File: config.mk
export PLATFORM = sky130hd
export DESIGN_NAME = dmem_arbiter
export DESIGN_NICKNAME = d
export VERILOG_FILES = /design/src/rtl/dmem_arbiter.sv
export SDC_FILE = /design/constraint.sdc
export NUM_CORES = 1
export LEC_CHECK = 0
export ABC_AREA = 1
export CORE_MARGIN = 3
export CORE_UTILIZATION = 34
export DETAILED_ROUTE_END_ITERATION = 10
export GPL_ROUTABILITY_DRIVEN = 0
export PLACE_DENSITY = 0.9
export SETUP_SLACK_MARGIN = 0.4
export SLEW_MARGIN = 10
export SYNTH_ARGS = -nofsm -noshare
export SYNTH_HDL_FRONTEND = slang
export SYNTH_SLANG_ARGS = --single-unit
File: constraint.sdc
create_clock -name clk -period 2.8 [get_ports clk]
set_input_delay 0.56 -clock clk [delete_from_list [all_inputs] [get_ports clk]]
set_output_delay 0.56 -clock clk [all_outputs]
set_load 0.005 [all_outputs]
File: src/rtl/dmem_arbiter.sv
// dmem_arbiter: shares the single-port DataRAM between the CPU MEM stage and
// a host/loader port. The CPU has priority. A waiting host is admitted after
// at most STARVE_LIMIT CPU-owned cycles, and its bursts are capped at
// HOST_BURST transfers while the CPU is waiting.
module dmem_arbiter #(
    parameter int DATA_W       = 32,
    parameter int ADDR_W       = 6,
    parameter int STARVE_LIMIT = 4,
    parameter int HOST_BURST   = 2
) (
    input  logic              clk,
    input  logic              reset,
    // CPU MEM stage
    input  logic              cpu_req,
    input  logic              cpu_we,
    input  logic [ADDR_W-1:0] cpu_addr,
    input  logic [DATA_W-1:0] cpu_wdata,
    output logic [DATA_W-1:0] cpu_rdata,
    output logic              cpu_stall,
    // host / loader port
    input  logic              host_valid,
    input  logic              host_we,
    input  logic [ADDR_W-1:0] host_addr,
    input  logic [DATA_W-1:0] host_wdata,
    output logic              host_ready,
    output logic [DATA_W-1:0] host_rdata,
    output logic              host_rvalid,
    // DataRAM
    output logic [ADDR_W-1:0] ram_a,
    output logic [DATA_W-1:0] ram_d,
    output logic              ram_we,
    input  logic [DATA_W-1:0] ram_spo
);

    localparam int SW = (STARVE_LIMIT > 1) ? $clog2(STARVE_LIMIT) : 1;
    localparam int BW = (HOST_BURST > 1) ? $clog2(HOST_BURST) : 1;
    localparam logic [SW-1:0] STARVE_MAX = SW'(STARVE_LIMIT - 1);
    localparam logic [BW-1:0] BURST_MAX  = BW'(HOST_BURST - 1);

    typedef enum logic {S_CPU = 1'b0, S_HOST = 1'b1} state_t;

    // one RAM port request, as driven by whichever side owns the RAM
    typedef struct packed {
        logic [ADDR_W-1:0] a;
        logic [DATA_W-1:0] d;
        logic              we;
    } ram_req_t;

    state_t            state_q, state_d;
    logic [SW-1:0]     starve_q, starve_d;
    logic [BW-1:0]     burst_q, burst_d;
    logic              host_rvalid_q, host_rvalid_d;
    logic [DATA_W-1:0] host_rdata_q, host_rdata_d;

    logic     cpu_gnt;
    logic     host_xfer;
    ram_req_t ram_req;

    // owner register; reset always hands the RAM back to the CPU
    always_ff @(posedge clk or posedge reset) begin
        if (reset) begin
            state_q <= S_CPU;
        end else begin
            state_q <= state_d;
        end
    end

    // ownership hand-over: the switch lands one cycle after the decision
    always_comb begin
        state_d = state_q;
        case (state_q)
            S_CPU: begin
                if (host_valid && (!cpu_req || starve_q == STARVE_MAX)) begin
                    state_d = S_HOST;
                end
            end
            S_HOST: begin
                // in S_HOST a valid host is always a transfer
                if (!host_valid || (cpu_req && burst_q == BURST_MAX)) begin
                    state_d = S_CPU;
                end
            end
            default: state_d = S_CPU;
        endcase
    end

    // grants and RAM mux, decoded from the registered owner only
    always_comb begin
        cpu_gnt    = (state_q == S_CPU);
        host_ready = (state_q == S_HOST);
        host_xfer  = host_ready & host_valid;
        cpu_stall  = cpu_req & ~cpu_gnt;
        if (cpu_gnt) begin
            ram_req.a  = cpu_addr;
            ram_req.d  = cpu_wdata;
            ram_req.we = cpu_req & cpu_we;
        end else begin
            ram_req.a  = host_addr;
            ram_req.d  = host_wdata;
            ram_req.we = host_valid & host_we;
        end
    end

    assign ram_a     = ram_req.a;
    assign ram_d     = ram_req.d;
    assign ram_we    = ram_req.we;
    assign cpu_rdata = ram_spo;

    // fairness counters: starvation while CPU owns, burst length while host owns
    always_comb begin
        starve_d = starve_q;
        burst_d  = burst_q;
        if (state_q == S_CPU) begin
            burst_d = '0;
            if (!host_valid || state_d == S_HOST) begin
                starve_d = '0;
            end else if (cpu_req && starve_q != STARVE_MAX) begin
                starve_d = starve_q + 1'b1;
            end
        end else begin
            starve_d = '0;
            if (state_d == S_CPU) begin
                burst_d = '0;
            end else if (host_xfer && cpu_req && burst_q != BURST_MAX) begin
                burst_d = burst_q + 1'b1;
            end
        end
    end

    // host read return: capture RAM data at the read transfer edge
    always_comb begin
        host_rvalid_d = host_xfer & ~host_we;
        host_rdata_d  = host_rvalid_d ? ram_spo : host_rdata_q;
    end

    // counter and read-return registers
    always_ff @(posedge clk or posedge reset) begin
        if (reset) begin
            starve_q      <= '0;
            burst_q       <= '0;
            host_rvalid_q <= 1'b0;
            host_rdata_q  <= '0;
        end else begin
            starve_q      <= starve_d;
            burst_q       <= burst_d;
            host_rvalid_q <= host_rvalid_d;
            host_rdata_q  <= host_rdata_d;
        end
    end

    assign host_rvalid = host_rvalid_q;
    assign host_rdata  = host_rdata_q;

endmodule

## Yosys cells after proc, flatten, opt, wreduce, memory -nomap -nowiden

Index checks and enable logic that the tools add are counted.

| word-level totals | value |
|---|---|
| flip-flop bits (word level) | 37 |
| output and inout bits | 106 |
| word-level logic and storage cells | 39 |
| latch bits | 0 |
| memories kept | 0 |
| memory bits (read-only) | 0 |
| bits of input ports | 114 |
| bits in writable memories | 0 |

| operators by class | value |
|---|---|
| div/mod/pow operators | 0 |
| shift-type cells | 0 |
| reductions and logical operators | 11 |
| $lt $le $gt $ge | 0 |
| muxes and demuxes | 10 |
| equality and inequality tests | 3 |
| multiply operators | 0 |
| add/subtract/negate cells | 2 |
| bitwise gates (word level) | 8 |

Operators by type and width:

| kind | number |
|---|---|
| $mux W39 | 1 |
| $mux W2 | 3 |
| $and A1 B1 Y1 | 5 |
| $logic_and A1 B1 Y1 | 5 |
| $mux W1 | 5 |
| $logic_or A1 B1 Y1 | 3 |
| $ne A3 B2 Y1 const B | 1 |
| $not A1 Y1 | 3 |
| $reduce_bool A3 Y1 | 1 |
| $add A2 B1 Y2 const B | 1 |
| $eq A2 B2 Y1 const B | 1 |
| $logic_not A1 Y1 | 2 |
| $ne A2 B2 Y1 const B | 1 |
| $pmux W1 S2 | 1 |
| $add A1 B1 Y1 const B | 1 |

## Depth between registers and ports, before layout

Gate-level depths: netlist (run 1).

| logic depth | value |
|---|---|
| depth in word-level cells | 8 |
| depth in mapped cells | 6 |
| depth with buffers taken out | 5 |

## Worst setup path after synthesis (run 1)

Ideal clock, no wire load.

| path | value |
|---|---|
| path kind | input-to-output |
| start | input port host_valid |
| end | output port ram_we |
| setup slack | 1291 ps |
| arrival time | 949 ps |
| stages on the path | 4 |
| path buffers | 2 |
| data required time | 2240 ps |
| path through | buf_6 -> clkbuf_8 -> nand3_1 -> nand2_1 |

| between the ends | value |
|---|---|
| word-level cells in the longest chain between the ends | 2 |

RTL lines:

| item | line | source |
|---|---|---|
| start: declaration | 21 | `input logic host_valid,` |
| $and A1 B1 Y1 | 100 | `ram_req.we = host_valid & host_we;` |
| $mux W39 | 93 | `if (cpu_gnt) begin` |
| end: declaration | 31 | `output logic ram_we,` |

Every way passes these cells.

## Worst setup path in the final report (run 1)

| path | value |
|---|---|
| start | register state_q, in the netlist host_ready |
| end | output port ram_d[6] |

| between the ends | value |
|---|---|
| word-level cells in the longest chain between the ends | 1 |

RTL lines:

| item | line | source |
|---|---|---|
| start: declaration | 49 | `state_t state_q, state_d;` |
| start signal: assignment | 64 | `state_q <= state_d;` |
| $mux W39 | 93 |  |
| end: declaration | 30 | `output logic [DATA_W-1:0] ram_d,` |

Every way passes these cells.

==> run_summary.xml, run 1 <==
<?xml version="1.0" encoding="UTF-8"?>
<metrics>
  <group name="worst_setup_path">
    <metric name="critical_path.n_buffers_inverters" unit="">3</metric>
    <metric name="worst_r2r_startpoint" unit="">host_ready$_DFF_PP0_</metric>
    <metric name="critical_path.top_delay_family" unit="">buffers and inverters</metric>
    <metric name="timing.critical_path.from_type" unit="">flip-flop</metric>
    <metric name="timing.reg2reg.setup_slack" unit="ns">1.10</metric>
    <metric name="path_max_fanout" unit="">20</metric>
    <metric name="rr_endpoint" unit="">host_rdata[20]$_DFFE_PP0P_</metric>
    <metric name="path_common_cell" unit="">nand2_1</metric>
    <metric name="path_cells" unit="">inv_2, buf_12, nand2_1, nand2_1, clkdlybuf4s50_1</metric>
    <metric name="setup.worst_path.class" unit="">flip-flop to output pin</metric>
    <metric name="cp-end-kind" unit="">output pin</metric>
    <metric name="max_stage_delay" unit="ns">0.53</metric>
    <metric name="critical_path_required" unit="ns">2.24</metric>
    <metric name="data_arrival_critical_path" unit="ns">1.76</metric>
    <metric name="rr_worst_depth" unit="">5</metric>
    <metric name="critical_path.slowest_cell" unit="">clkdlybuf4s50_1</metric>
  </group>
  <group name="place">
    <metric name="numPlacedInstances" unit="">598</metric>
    <metric name="count_of_buffers_inserted_at_the_top_level_ports" unit="">219</metric>
    <metric name="hpwlAfterDp" unit="um">7050</metric>
  </group>
  <group name="routing">
    <metric name="route.antenna.remaining_nets" unit="">0</metric>
    <metric name="dr_total_vias" unit="">2799</metric>
    <metric name="drtIter0Drc" unit="">89</metric>
    <metric name="detail_route.drc_violations" unit="">0</metric>
    <metric name="wire_per_inst" unit="um">14.7</metric>
    <metric name="drt_pre_antenna_iters" unit="">4</metric>
    <metric name="route.detailed.vias_per_inst" unit="">4.60</metric>
    <metric name="wirelength" unit="um">8980</metric>
  </group>
  <group name="cts">
    <metric name="path_clk_slew" unit="ns">0.07</metric>
    <metric name="clk_latency" unit="ns">0.28</metric>
    <metric name="total_clock_buffers_created_by_cts" unit="">5</metric>
    <metric name="cts_max_level" unit="">2</metric>
    <metric name="holdBufCountCts" unit="">0</metric>
    <metric name="cts_tree" unit="">built</metric>
    <metric name="cts.sink_count" unit="">37</metric>
    <metric name="max-clock-path-buffers" unit="">2</metric>
    <metric name="clock-root-buffer" unit="">clkbuf_8</metric>
  </group>
  <group name="floorplan">
    <metric name="core-area" unit="um2">6830</metric>
    <metric name="ioPinCount" unit="">220</metric>
    <metric name="chipHeight" unit="um">90.1</metric>
    <metric name="die_width" unit="um">90.1</metric>
    <metric name="design.die.area" unit="um2">8120</metric>
    <metric name="floorplan.initialDensity" unit="%">35.2</metric>
    <metric name="placementRows" unit="">30</metric>
  </group>
  <group name="global_routing">
    <metric name="grt_pass1_wl" unit="um">14200</metric>
    <metric name="grt_util_all_layers" unit="%">21.4</metric>
    <metric name="overflow" unit="">0</metric>
    <metric name="globalRoute.busiestLayer" unit="">met2</metric>
    <metric name="use_met3" unit="%">4.27</metric>
    <metric name="grt.met2_usage" unit="%">39.8</metric>
    <metric name="first_global_vias" unit="">2790</metric>
    <metric name="globalRouteMet1Util" unit="%">24.7</metric>
    <metric name="pin_count_of_the_biggest_net_entering_global_routing" unit="">40</metric>
    <metric name="antenna_found_initial" unit="">0</metric>
  </group>
  <group name="sta">
    <metric name="timing.final.hold_violations" unit="">0</metric>
    <metric name="worst-slew-pin-transition" unit="ns">0.463</metric>
    <metric name="period_share" unit="%">82.8</metric>
    <metric name="slew_headroom" unit="%">69.1</metric>
    <metric name="setup_tns" unit="ns">0</metric>
    <metric name="setup-violations-final" unit="">0</metric>
    <metric name="final_max_tran_viols" unit="">0</metric>
    <metric name="grt_setup_unrepaired" unit="">no</metric>
    <metric name="final.min_clock_period" unit="ns">2.32</metric>
    <metric name="timing.fmax" unit="GHz">0.431</metric>
    <metric name="fin_skew" unit="ns">0.00631</metric>
  </group>
  <group name="synth">
    <metric name="yosys_warnings" unit="">0</metric>
    <metric name="synth.top_cells.by_area" unit="">dfrtp_1 39%, nand2_1 29%, buf_4 11%</metric>
    <metric name="synth_seq_area_share" unit="%">38.5</metric>
    <metric name="netlist_area" unit="um2">2400</metric>
    <metric name="post_synth_num_cell_types" unit="">14</metric>
    <metric name="synth_fp_nets" unit="">446</metric>
    <metric name="syn_avg_cell_area" unit="um2">7.27</metric>
    <metric name="synth_area_leader_cell" unit="">dfrtp_1</metric>
    <metric name="postSynthCellCount" unit="">331</metric>
    <metric name="count_of_flip_flops_with_a_built_in_enable_after_synthesis" unit="">0</metric>
    <metric name="synth.cells.most_frequent" unit="">186 x nand2_1, 37 x dfrtp_1, 34 x buf_4, 34 x nand4_1, 13 x buf_6</metric>
    <metric name="synthDominantCellAreaShare" unit="%">38.5</metric>
    <metric name="synth-async-reset-ratio" unit="%">100</metric>
    <metric name="synth.ff_latch_count" unit="">37</metric>
    <metric name="flip_flop_cell_with_the_highest_count_after_synthesis" unit="">dfrtp_1</metric>
    <metric name="yosys.cell_count.top_type" unit="">nand2_1</metric>
  </group>
  <group name="worst_hold_path">
    <metric name="worst_hold_startpoint" unit="">starve_q[0]$_DFFE_PP0P_</metric>
    <metric name="min_delay_worst_endpoint" unit="">starve_q[0]$_DFFE_PP0P_</metric>
    <metric name="hold_depth" unit="">1</metric>
    <metric name="min_path_type" unit="">flip-flop to flip-flop</metric>
  </group>
  <group name="pwr">
    <metric name="p_per_area" unit="nW/um2">474</metric>
    <metric name="leakage" unit="nW">2.13</metric>
    <metric name="power.ir.vdd_worst" unit="uV">245</metric>
  </group>
  <group name="layout">
    <metric name="final_layout_size_suffix_gt1_share" unit="%">4.48</metric>
    <metric name="area_growth_syn_to_layout" unit="%">85.4</metric>
    <metric name="multi_input_comb_area" unit="um2">973</metric>
    <metric name="sequential_cell_area" unit="um2">930</metric>
    <metric name="final_net_count" unit="">628</metric>
    <metric name="antenna_cells" unit="">0</metric>
    <metric name="instances_no_fill" unit="">609</metric>
    <metric name="fillerInstances" unit="">591</metric>
  </group>
  <group name="run">
    <metric name="max-cap-violations" unit="">0</metric>
  </group>
  <group name="run_status">
    <metric name="status" unit="">finished, final reports clean</metric>
  </group>
</metrics>
flip-flops by register name (all words and copies together), names as in the netlist:
name	cells
burst_q	1
host_rdata	32
host_ready	1
host_rvalid	1
starve_q	2
final cells by class:
class | instances | share of cell area (%)
clock inverters | 1 | 0.168
inverters | 10 | 0.842
multi-input cells | 229 | 21.8
clock buffers | 6 | 1.85
flip-flops and latches | 37 | 20.9
well taps | 96 | 2.69
repair buffers | 230 | 51.8
worst register-to-register path: stages (launching register included):
cell	delay, ns
dfrtp_4	0.45
buf_4	0.22
buf_4	0.30
nand3_4	0.35
nand2_1	0.20
nand2_1	0.07
worst max path at each step:
| stage | start | end | slack, ns | cells after the start |
|---|---|---|---|---|
| floorplan | host_valid | ram_we | 1.29 | 4 |
| global placement | cpu_req | ram_we | 0.45 | 4 |
| detailed placement | cpu_req | ram_we | 0.45 | 4 |
| CTS | host_ready$_DFF_PP0_ | ram_d[6] | 0.45 | 5 |
| global route | host_ready$_DFF_PP0_ | ram_d[15] | 0.41 | 5 |
| finish | host_ready$_DFF_PP0_ | ram_d[6] | 0.48 | 5 |
power breakdown:
| part | switching [mW] | total (mW) | leakage (nW) | internal [mW] |
|---|---|---|---|---|
| clock network | 0.181 | 0.376 | 0.0433 | 0.195 |
| logic | 0.377 | 0.998 | 1.62 | 0.622 |
| registers | 0.0711 | 0.737 | 0.467 | 0.666 |
| total | 0.629 | 2.11 | 2.13 | 1.48 |
per-layer routing:
metal / vias up / part of all wire (%)
met5: - / 0
met4: 0 / 1.5
met3: 10 / 6.2
met2: 113 / 54
met1: 1296 / 38
li1: 1380 / -
through the flow:
step	setup slack [ns]	utilization (%)	instance area [um2]	power (mW)	hold slack (ns)
detailed placement	0.454	63.2	4320	1.73	0.434
CTS	0.450	64.9	4430	2.13	0.443
finish	0.481	65.3	4460	2.11	0.439
global placement	0.454	63.2	4320	1.69	0.419
floorplan	1.29	-	2400	1.09	0.408
global route	0.413	65.3	4460	2.25	0.460
cell usage in the layout (no fill, tap or decap):
cell type and count:
inv_2 2, nand2_1 186, nor2_2 1, nand4_1 34, dfrtp_1 36, clkdlybuf4s50_1 218
nand3_1 3, dlymetal6s2s_1 1, buf_12 1, nor2_1 3, dfrtp_4 1, ha_1 1
nand3_4 1, clkbuf_8 6, clkbuf_16 1, inv_1 8, clkinvlp_4 1, buf_4 9
logic make-up after synthesis:
family / after synthesis / share of synthesized area, %
adder cells (fa/ha/maj): 1 / 0.520
AND/OR/NAND/NOR: 228 / 40.0
buffers and inverters: 65 / 21.0
flip-flops: 37 / 38.5
what timing repair did:
action                     CTS  global route
setup endpoints to repair   40             3
hold endpoints to repair     0             0
resized for setup            1             1
setup buffers                3             0
cloned                       0             1
Note: power is estimated with default switching activity, not from simulation.
==> run 2: changes to the inputs <==
CORE_UTILIZATION = 28   (was 34)
PLACE_DENSITY = 0.79   (was 0.9)
clock period = 2 ns   (was 2.8 ns; I/O delays follow)
==> run 2 against run 1 <==
Effect of this change: design area rose by 20%; worst hold slack got worse by 0.0016 ns; global-route usage fell by 1.1 points; via count is 9.0% higher; register-to-register slack worse by 0.83 ns; wire length grew 22%; sequential power increased by 44%; core utilization decreased by 0.29 points; power up 67%; critical path depth up 1; cell count rose by 8.2%.
==> run_summary.xml, run 2 (same netlist as run 1, synthesis figures left out) <==
<?xml version="1.0" encoding="UTF-8"?>
<metrics>
  <group name="cts">
    <metric name="cts.sink_count" unit="">37</metric>
    <metric name="path_clk_slew" unit="ns">0.07</metric>
    <metric name="total_clock_buffers_created_by_cts" unit="">5</metric>
    <metric name="cts_tree" unit="">built</metric>
    <metric name="clk_latency" unit="ns">0.28</metric>
    <metric name="cts_max_level" unit="">2</metric>
    <metric name="clock-root-buffer" unit="">clkbuf_8</metric>
    <metric name="holdBufCountCts" unit="">0</metric>
    <metric name="max-clock-path-buffers" unit="">2</metric>
  </group>
  <group name="routing">
    <metric name="wire_per_inst" unit="um">16.6</metric>
    <metric name="route.antenna.remaining_nets" unit="">0</metric>
    <metric name="wirelength" unit="um">11000</metric>
    <metric name="dr_total_vias" unit="">3050</metric>
    <metric name="drt_pre_antenna_iters" unit="">4</metric>
    <metric name="drtIter0Drc" unit="">68</metric>
    <metric name="route.detailed.vias_per_inst" unit="">4.63</metric>
    <metric name="detail_route.drc_violations" unit="">0</metric>
  </group>
  <group name="layout">
    <metric name="area_growth_syn_to_layout" unit="%">123</metric>
    <metric name="final_layout_size_suffix_gt1_share" unit="%">31.0</metric>
    <metric name="max_reg_flops" unit="">32</metric>
    <metric name="antenna_cells" unit="">0</metric>
    <metric name="final_net_count" unit="">668</metric>
    <metric name="final_common_cell" unit="">clkdlybuf4s50_1</metric>
    <metric name="fillerInstances" unit="">717</metric>
    <metric name="layout.cells.most_common_list" unit="">137 x clkdlybuf4s50_1, 119 x nand2_1, 39 x nand2_2, 36 x dfrtp_1, 34 x nand4_1</metric>
    <metric name="instances_no_fill" unit="">659</metric>
  </group>
  <group name="sta">
    <metric name="fin_skew" unit="ns">0.00401</metric>
    <metric name="final_max_tran_viols" unit="">0</metric>
    <metric name="fin_hold_ws" unit="ns">0.437</metric>
    <metric name="final.min_clock_period" unit="ns">1.81</metric>
    <metric name="grt_setup_unrepaired" unit="">yes</metric>
    <metric name="setup-violations-final" unit="">0</metric>
    <metric name="timing.fmax" unit="GHz">0.553</metric>
    <metric name="worst-slew-pin-transition" unit="ns">0.468</metric>
    <metric name="slew_headroom" unit="%">68.8</metric>
    <metric name="period_share" unit="%">90.5</metric>
    <metric name="timing.final.hold_violations" unit="">0</metric>
    <metric name="setup_ws" unit="ns">0.190</metric>
  </group>
  <group name="global_routing">
    <metric name="grt_util_all_layers" unit="%">20.4</metric>
    <metric name="overflow" unit="">0</metric>
    <metric name="first_global_vias" unit="">3054</metric>
    <metric name="grt_pass1_wl" unit="um">15800</metric>
    <metric name="antenna_found_initial" unit="">0</metric>
    <metric name="pin_count_of_the_biggest_net_entering_global_routing" unit="">38</metric>
  </group>
  <group name="worst_setup_path">
    <metric name="critical_path_required" unit="ns">1.60</metric>
    <metric name="path_max_fanout" unit="">9</metric>
    <metric name="timing.critical_path.from_type" unit="">flip-flop</metric>
    <metric name="cp-end-kind" unit="">output pin</metric>
    <metric name="data_arrival_critical_path" unit="ns">1.41</metric>
    <metric name="setup.worst_path.class" unit="">flip-flop to output pin</metric>
  </group>
  <group name="floorplan">
    <metric name="placementRows" unit="">33</metric>
    <metric name="core-area" unit="um2">8260</metric>
    <metric name="floorplan.initialDensity" unit="%">29.1</metric>
    <metric name="design.die.area" unit="um2">9740</metric>
    <metric name="die_width" unit="um">98.7</metric>
    <metric name="chipHeight" unit="um">98.7</metric>
    <metric name="ioPinCount" unit="">220</metric>
  </group>
  <group name="run">
    <metric name="max-cap-violations" unit="">0</metric>
  </group>
  <group name="pwr">
    <metric name="leakage" unit="nW">2.80</metric>
    <metric name="power.ir.vdd_worst" unit="uV">377</metric>
    <metric name="p_per_area" unit="nW/um2">657</metric>
    <metric name="p_total" unit="mW">3.52</metric>
  </group>
  <group name="place">
    <metric name="dp_worst_setup_slack" unit="ns">-0.0474</metric>
    <metric name="count_of_buffers_inserted_at_the_top_level_ports" unit="">219</metric>
    <metric name="numPlacedInstances" unit="">612</metric>
    <metric name="hpwlAfterDp" unit="um">7160</metric>
  </group>
  <group name="worst_hold_path">
    <metric name="min_path_type" unit="">flip-flop to flip-flop</metric>
  </group>
  <group name="run_status">
    <metric name="status" unit="">finished, final reports clean</metric>
  </group>
</metrics>
==> run 2: cell types whose count changed in the layout (fill, tap and decap cells not counted), moves of 10 or more <==
cell / previous run / this run
clkdlybuf4s50_1: 218 / 137
nand2_2: 0 / 39
buf_12: 1 / 12
nand2_1: 186 / 119
buf_6: 0 / 12
dlygate4sd2_1: 0 / 32
buf_2: 0 / 29
buf_16: 0 / 10
buf_4: 9 / 19
nand2_4: 0 / 28
==> run 2: per-layer routing <==
metal  GRT usage (%)  vias to the layer above  share of wire [%]
met3            4.18                       12                5.2
met5               0                        -                  0
met1            24.0                     1455                 38
met4            5.15                        0                1.5
li1                -                     1472                  -
met2            37.6                      111                 55
==> run 2: what timing repair did <==
item	4_1_cts	5_1_grt
setup buffers	17	10
gates cloned	9	3
pin swaps	18	14
setup endpoints to repair	77	85
gates resized for setup	234	105
==> run 2: worst max-delay path: stages (launching register included) <==
cell and delay [ns]:
dfrtp_2 0.47, inv_6 0.09, buf_4 0.11, buf_12 0.11, nand2_1 0.06, nand2_1 0.08
clkdlybuf4s15_2 0.21
==> run 2: cell type report <==
class | instances | area (um2) | share of cell area [%]
repair buffers | 270 | 2860 | 53.3
well taps | 105 | 131 | 2.45
flip-flops and latches | 37 | 927 | 17.3
clock inverters | 1 | 30.0 | 0.560
inverters | 10 | 42.5 | 0.793
multi-input cells | 229 | 1290 | 24.0
clock buffers | 7 | 86.3 | 1.61
==> run 2: path summary, 6_finish.rpt <==
kind / cells after the start / endpoint / slack, ns / from
max: 6 / ram_d[14] / 0.19 / host_ready$_DFF_PP0_
min: 1 / starve_q[0]$_DFFE_PP0P_ / 0.44 / starve_q[0]$_DFFE_PP0P_
max reg2reg: 10 / host_rdata[30]$_DFFE_PP0P_ / 0.27 / host_ready$_DFF_PP0_
min reg2reg: 1 / starve_q[0]$_DFFE_PP0P_ / 0.44 / starve_q[0]$_DFFE_PP0P_
max in group asynchronous: 3 / host_ready$_DFF_PP0_ / 1.12 / reset
min in group asynchronous: 3 / host_rdata[16]$_DFFE_PP0P_ / 0.53 / reset
==> run 2: stage by stage <==
step	util [%]	instance area [um2]	setup TNS, ns
final	65.0	5370	0
after global routing	65.0	5370	0
after CTS	59.1	4880	0
after detailed placement	53.2	4390	-0.0716
after global placement	53.2	4390	-0.0779
after floorplan	-	2400	0
==> run 2: report_power, final <==
part           internal (mW)  switching [mW]  leakage, nW  total, mW
sequential             0.931           0.124        0.467       1.06
combinational           1.11           0.691         2.27       1.80
clock                  0.407           0.264       0.0585      0.671
